<file path="config.mk">
export PLATFORM = sky130hd
export DESIGN_NAME = scan_sequencer_param
export DESIGN_NICKNAME = d
export VERILOG_FILES = /design/src/rtl/scan_sequencer_param.sv
export SDC_FILE = /design/constraint.sdc
export NUM_CORES = 1
export LEC_CHECK = 0
export CAP_MARGIN = 15
export CORE_MARGIN = 3
export CORE_UTILIZATION = 42
export CTS_CLUSTER_DIAMETER = 30
export CTS_CLUSTER_SIZE = 10
export DETAILED_ROUTE_END_ITERATION = 16
export GPL_TIMING_DRIVEN = 0
export PLACE_DENSITY = 0.67
export SYNTH_ARGS = -nofsm -noshare
export SYNTH_HDL_FRONTEND = slang
export SYNTH_SLANG_ARGS = --single-unit
</file>
<file path="constraint.sdc">
create_clock -name clk -period 4.33 [get_ports clk]
set_clock_uncertainty 0.15 [all_clocks]
set_input_delay 0.866 -clock clk [delete_from_list [all_inputs] [get_ports clk]]
set_output_delay 0.866 -clock clk [all_outputs]
set_load 0.01 [all_outputs]
</file>
<file path="src/rtl/scan_sequencer_param.sv">
// Channel-scan sequencer: walks enabled channels, dwelling SLOT_TICKS ticks on each,
// and emits registered load / slot_last / frame_done strobes.
//
// state | meaning
// IDLE  | waiting for a run request; ticks ignored
// RUN   | counting ticks in the current slot, advancing through enabled channels
// DRAIN | continuous run request dropped; finish current slot, then go idle
module scan_sequencer_param #(
  parameter int N_CH       = 6,
  parameter int AW         = 3,
  parameter int SLOT_TICKS = 12,
  parameter int CW         = 4
) (
  input  logic            clk,
  input  logic            rst_n,
  input  logic            tick_a,
  input  logic            tick_b,
  input  logic            enable,
  input  logic            single_shot,
  input  logic            start,
  input  logic [N_CH-1:0] ch_en,
  output logic [AW-1:0]   ch_addr,
  output logic            load,
  output logic            slot_last,
  output logic            frame_done,
  output logic            busy
);

  typedef enum logic [1:0] {
    IDLE  = 2'd0,
    RUN   = 2'd1,
    DRAIN = 2'd2
  } state_t;

  state_t        state_q, state_d;
  logic [CW-1:0] slot_cnt_q, slot_cnt_d;
  logic [AW-1:0] ch_addr_q, ch_addr_d;
  logic          mode_q, mode_d;
  logic          load_q, load_d;
  logic          slot_last_q, slot_last_d;
  logic          frame_done_q, frame_done_d;
  logic          busy_q, busy_d;

  logic          tick, go, draining, slot_end;
  logic [AW-1:0] low_ch, next_ch;
  logic          low_ok, next_ok;

  assign tick     = tick_a | tick_b;
  assign go       = (single_shot ? start : enable) && low_ok;
  // mode_q is the mode latched for the frame in progress; only continuous frames drain
  assign draining = !mode_q && !enable;
  assign slot_end = tick && (slot_cnt_q == CW'(SLOT_TICKS - 1));

  // Lowest enabled channel and next enabled channel above the current one
  always_comb begin
    low_ch  = '0;
    low_ok  = 1'b0;
    next_ch = '0;
    next_ok = 1'b0;
    for (int i = N_CH - 1; i >= 0; i--) begin
      if (ch_en[i]) begin
        low_ch = AW'(i);
        low_ok = 1'b1;
        if (i > int'(ch_addr_q)) begin
          next_ch = AW'(i);
          next_ok = 1'b1;
        end
      end
    end
  end

  always_ff @(posedge clk or negedge rst_n) begin
    if (!rst_n) state_q <= IDLE;
    else        state_q <= state_d;
  end

  always_comb begin
    state_d = state_q;
    case (state_q)
      IDLE: if (go) state_d = RUN;
      RUN, DRAIN: begin
        state_d = draining ? DRAIN : RUN;
        if (slot_end) begin
          if (draining)                          state_d = IDLE;
          else if (!next_ok && (mode_q || !low_ok)) state_d = IDLE;
        end
      end
      default: state_d = IDLE;
    endcase
  end

  always_comb begin
    slot_cnt_d   = slot_cnt_q;
    ch_addr_d    = ch_addr_q;
    mode_d       = mode_q;
    load_d       = 1'b0;
    slot_last_d  = 1'b0;
    frame_done_d = 1'b0;
    busy_d       = (state_d != IDLE);
    case (state_q)
      IDLE: begin
        if (go) begin
          ch_addr_d  = low_ch;
          slot_cnt_d = '0;
          mode_d     = single_shot;
        end
      end
      RUN, DRAIN: begin
        if (tick) begin
          load_d = (slot_cnt_q == '0);
          if (slot_end) begin
            slot_cnt_d  = '0;
            slot_last_d = 1'b1;
            if (draining) begin
              frame_done_d = !next_ok;
            end else if (next_ok) begin
              ch_addr_d = next_ch;
            end else begin
              frame_done_d = 1'b1;
              // a new continuous frame picks up any pending mode change
              if (!mode_q && low_ok) begin
                ch_addr_d = low_ch;
                mode_d    = single_shot;
              end
            end
          end else begin
            slot_cnt_d = slot_cnt_q + 1'b1;
          end
        end
      end
      default: ;
    endcase
  end

  always_ff @(posedge clk or negedge rst_n) begin
    if (!rst_n) begin
      slot_cnt_q   <= '0;
      ch_addr_q    <= '0;
      mode_q       <= 1'b0;
      load_q       <= 1'b0;
      slot_last_q  <= 1'b0;
      frame_done_q <= 1'b0;
      busy_q       <= 1'b0;
    end else begin
      slot_cnt_q   <= slot_cnt_d;
      ch_addr_q    <= ch_addr_d;
      mode_q       <= mode_d;
      load_q       <= load_d;
      slot_last_q  <= slot_last_d;
      frame_done_q <= frame_done_d;
      busy_q       <= busy_d;
    end
  end

  assign ch_addr    = ch_addr_q;
  assign load       = load_q;
  assign slot_last  = slot_last_q;
  assign frame_done = frame_done_q;
  assign busy       = busy_q;

endmodule

</file>
Word level (Yosys, flattened, before mapping)
Cells that the tools add are included.
{"block": "word_totals", "regBits": 14, "out_inout_bits": 7, "inputBits": 13}
{"block": "classes", "n_lt_le_gt_ge": 5, "n_bitwise": 1, "n_reduce_logical": 18, "n_eq_ne": 10, "n_mux": 67, "addsub": 1}
{"cell": "$mux 3", "n": 22}
{"cell": "$mux 1", "n": 33}
{"cell": "$mux 4", "n": 3}
{"cell": "$ne 2x2->1 const B", "n": 6}
{"cell": "$mux 2", "n": 5}
{"cell": "$pmux 4 s2", "n": 1}
{"cell": "$reduce_and 7->1", "n": 1}
{"cell": "$gt 2x3->1 const A", "n": 2}
{"cell": "$gt 3x3->1 const A", "n": 2}
{"cell": "$pmux 3 s2", "n": 1}
{"cell": "$reduce_and 6->1", "n": 1}
{"cell": "$logic_and 1x1->1", "n": 5}
{"cell": "$add 4x1->4 const B", "n": 1}
{"cell": "$eq 4x4->1 const B", "n": 1}
{"cell": "$logic_not 1->1", "n": 4}
{"cell": "$logic_not 4->1", "n": 1}
{"cell": "$pmux 2 s2", "n": 1}
{"cell": "$reduce_bool 2->1", "n": 2}
{"cell": "$gt 1x3->1 const A", "n": 1}
{"cell": "$ne 3x3->1 const B", "n": 1}
{"cell": "$reduce_and 3->1", "n": 1}
{"cell": "$eq 2x1->1 const B", "n": 1}
{"cell": "$eq 2x2->1 const B", "n": 1}
{"cell": "$logic_not 2->1", "n": 1}
{"cell": "4 further kinds", "n": 4}

Depth between registers and ports, before layout
Gate-level depths: netlist (run 1).
{"block": "depth", "ltp_word": 18, "depth_mapped": 7, "mapped_depth_nobuf": 7}

Worst setup path before layout (run 1)
OpenSTA, ideal clock, no wires.
{"block": "synth_timing", "path_kind": "input port to flip-flop", "start": "in ch_en[1]", "end": "reg ch_addr_q[0], in the netlist ch_addr[0]", "path_slack_ns": 1.949, "path_stages": 5, "t_arrival_ns": 2.106, "setup_ns": 0.125, "required_time_ns": 4.055, "path_cell_list": "nor2b_1 o311ai_2 a21oi_2 o311a_4 mux2_4"}
{"block": "synth_between", "elab_chain_len": 8, "elab_cells_between_ends": 18, "classes_between": "eq/ne (2); mux (13); reduce/logical (3)"}
{"item": "start, declared", "line": "21", "text": "input logic [N_CH-1:0] ch_en,"}
{"item": "$mux 3 (2 in series)", "line": "61", "text": "if (ch_en[i]) begin"}
{"item": "$mux 3", "line": "121", "text": "if (!mode_q && low_ok) begin"}
{"item": "$mux 3", "line": "116", "text": "end else if (next_ok) begin"}
{"item": "$mux 3", "line": "114", "text": "if (draining) begin"}
{"item": "$mux 3", "line": "111", "text": "if (slot_end) begin"}
{"item": "$mux 3", "line": "109", "text": "if (tick) begin"}
{"item": "$pmux 3 s2", "line": "100", "text": "case (state_q)"}
{"item": "end signal, assigned", "line": "146", "text": "ch_addr_q <= ch_addr_d;"}
{"item": "end, declared", "line": "37", "text": "logic [AW-1:0] ch_addr_q, ch_addr_d;"}
Several ways; a longest one is shown, not always the timed one. The select of a mux whose other input is x is not followed.
A chain may end at the register's enable or synchronous reset.

Worst setup path after layout (run 1)
Same ends and word-level chain as after synthesis.

==> reports/qor.yml, run 1 <==
outcome:
  status: "finished clean"
clock_network:
  cts_tree: "built"
  cts_inserted_buffers: 3
  clockBufferDepth: 2
  htreeDepth: 1
  path_clk_slew_ps: 80
  post_cts_resized: 0
  clk-insertion-delay-late_ps: 280
  post-cts-setup-buffers: 0
  ctsHoldBuffers: 0
  cts-root-buf: "clkbuf_4"
  clock_sinks: 14
floorplan:
  fp.dieW_um: 56.09
  rows: 17
  start_util_pct: 45.86
  dieArea_sq_mm: 0.003146
  coreArea_sq_mm: 0.002297
  io_pins: 20
  die_y_um: 56.09
critical_path:
  worstSetupEndpointType: "flip-flop"
  worstPathCellList: "clkdlybuf4s50_1, nor2b_1, o311ai_2, a21oi_2, o311a_4, mux2_4"
  crit_path_max_fanout: 6
  cp-start-kind: "input pin"
  cp.arrival_ps: 2810
  worstPathRequired_ps: 4340
  path_delay_family: "compound AO/OA/AOI/OAI gates"
  cp_slowest_stage_delay_ps: 500
  slowest_stage: "clkdlybuf4s50_1"
  crit_type: "input pin to flip-flop"
  cp.buffers_inverters: 1
drt:
  vias: 986
  via_per_inst: 5.766
  drtIter0Drc: 34
  first_pass_iters: 4
  wl_mm: 2.333
  drc_errors: 0
  wire_per_inst_um: 13.64
  ant_nets: 0
yosys:
  synth_top_family_by_area: "compound AO/OA/AOI/OAI gates"
  synth_adder_area_share_pct: 4.751
  synth_ff_type: "dfrtp_1"
  syn_area_per_cell_sq_um: 8.779
  synth_mux_area_share_pct: 3.563
  ys_seq_elements: 14
  yosysTopAreaCell: "dfrtp_1"
  synth_most_common_cell: "dfrtp_1"
  synth_area_leaders: "dfrtp_1, ha_1, nor2_1"
  synth_edf_count: 0
  yosysSeqAreaShare_pct: 33.25
  yosysWarnings: 0
  synthSimpleGateAreaFrac_pct: 21.97
  synthCells: 120
  netlist_area_sq_mm: 0.001054
  ys_types: 44
  synth-compound-area-share_pct: 30.76
  synth_xor_xnor_area_share_pct: 0
  synth_nets: 137
  yosys-top-cells-count: "dfrtp_1, nor2_1, inv_1, nand2_1"
  synth-async-reset-ratio_pct: 100.0
  yosysTopAreaCellShare_pct: 33.25
layout:
  regArea_sq_um: 350.3
  diodes: 0
  fin_cells: 171
  drive_above_1_share_pct: 11.89
  fin_util_pct: 57.24
  area_growth_pct: 24.82
  multi_input_area_sq_um: 643.1
  finish.net_count: 161
  fill_cells: 215
power_and_ir_drop:
  p_leak_nw: 0.5342
  irDropWorstVdd_uv: 348.0
  powerDensity_mw_per_mm2: 655.5
sta:
  final.min_clock_period_ps: 2797
  hold_violations: 0
  tns_ps: 0
  slew_headroom_pct: 58.94
  fin_hold_ws_ps: 351.0
  drv_slew: 0
  tightest_slew_ps: 614.0
  setup_viol: 0
  rsz0062_at_grt: "no"
  fin_crit_sh_pct: 64.59
  max_freq_ghz: 0.3576
placement:
  portBuffers: 19
  post-place-cells: 167
  dp_hpwl_mm: 1.792
  globalplace.congestion: 0.8217
grt:
  track_usage_pct: 15.52
  grt_pass1_wl_mm: 4.029
  grt_pass1_vias: 914
  overflow: 0
  grt_max_degree: 15
  antenna_found_initial: 0
run:
  max_cap_violations: 0
worst_hold_path:
  hold_class: "flip-flop to flip-flop"
power breakdown:
group          switching, W  total (W)  internal, W
clock             0.0000418  0.0000929    0.0000511
sequential        0.0000443   0.000224     0.000179
combinational      0.000295   0.000546     0.000250
through the flow:
stage | total power (W) | setup slack [ps] | area (sq um)
after floorplan | 0.0006218 | 1949 | 1054
after global placement | 0.0007585 | 1262 | 1279
after detailed placement | 0.0007686 | 1267 | 1279
after CTS | 0.0008651 | 1556 | 1315
after global routing | 0.0009455 | 1463 | 1315
final | 0.0008620 | 1533 | 1315
cell type report:
cell class | count | share of cell area (%)
Buffer | 3 | 1.427
Clock buffer | 4 | 2.759
Inverter | 11 | 3.140
Multi-Input combinational cell | 92 | 48.91
Sequential cell | 14 | 26.64
Tap cell | 28 | 2.664
Timing Repair Buffer | 19 | 14.46
worst paths after layout:
path,from,to,slack (ps),depth (start not counted)
setup / recovery,ch_en[1],ch_addr[0]$_DFFE_PN0P_,1530,6
hold / removal,slot_cnt_q[2]$_DFFE_PN0P_,load$_DFF_PN0_,350,1
setup reg to reg,state_q[1]$_DFF_PN0_,ch_addr[0]$_DFFE_PN0P_,2060,6
hold reg to reg,slot_cnt_q[2]$_DFFE_PN0P_,load$_DFF_PN0_,350,1
max in group asynchronous,rst_n,ch_addr[0]$_DFFE_PN0P_,2810,1
min in group asynchronous,rst_n,slot_cnt_q[1]$_DFFE_PN0P_,810,1
cell families (layout without fill, tap and decap cells):
logic type / after synthesis / after routing
AO/OA/AOI/OAI: 39 / 39
AND/OR/NAND/NOR: 46 / 46
multiplexers: 3 / 3
buffers and inverters: 14 / 37
adder cells (fa/ha/maj): 4 / 4
flip-flops: 14 / 14
layout by cell type, fill, tap and decap left out, drive strengths merged:
master / count
o22ai: 2
a21boi: 1
nor2: 14
o2111ai: 3
o21bai: 1
nand3: 2
o311ai: 1
nand2: 10
ha: 4
mux2: 3
a32oi: 5
or2: 1
or3b: 1
clkdlybuf4s15: 1
clkbuf: 6
dfrtp: 14
a211o: 2
inv: 10
or3: 2
o31ai: 1
a21o: 2
a22oi: 2
nor2b: 3
a31oi: 3
o211ai: 1
a22o: 1
o311a: 1
nor4: 3
a21oi: 7
nor3: 4
nand2b: 4
clkinv: 1
a211oi: 1
or4: 2
clkdlybuf4s50: 19
o21ai: 5
flip-flops by register name (all words and copies together), names as in the netlist:
name,cells
slot_cnt_q,4
load,1
mode_q,1
slot_last,1
frame_done,1
busy,1
ch_addr,3
state_q,2
layer usage:
metal	up-vias	wire length, um	GRT usage [%]
li1	493	-	-
met4	0	0	2.712
met5	-	0	0
met1	462	1106	21.92
met3	0	144	4.408
met2	31	1082	23.71
Note: power is estimated with default switching activity, not from simulation.
==> inputs of run 2 (changes only) <==
==> constraint.sdc (replaced) <==
create_clock -name clk -period 2.9 [get_ports clk]
set_clock_uncertainty 0.15 [all_clocks]
set_input_delay 0.58 -clock clk [delete_from_list [all_inputs] [get_ports clk]]
set_output_delay 0.58 -clock clk [all_outputs]
set_load 0.01 [all_outputs]
==> results of run 2 <==
The final DEF is identical to that of run 1. Status: finished clean.
Among the figures that moved: setup slack after placement 1267 ps -> 123.4 ps; setup slack after layout 1533 ps -> 389.3 ps; register-to-register setup slack 2060 ps -> 630 ps; total power 0.0008620 W -> 0.001287 W; worst IR drop on VDD 348.0 uV -> 519.6 uV
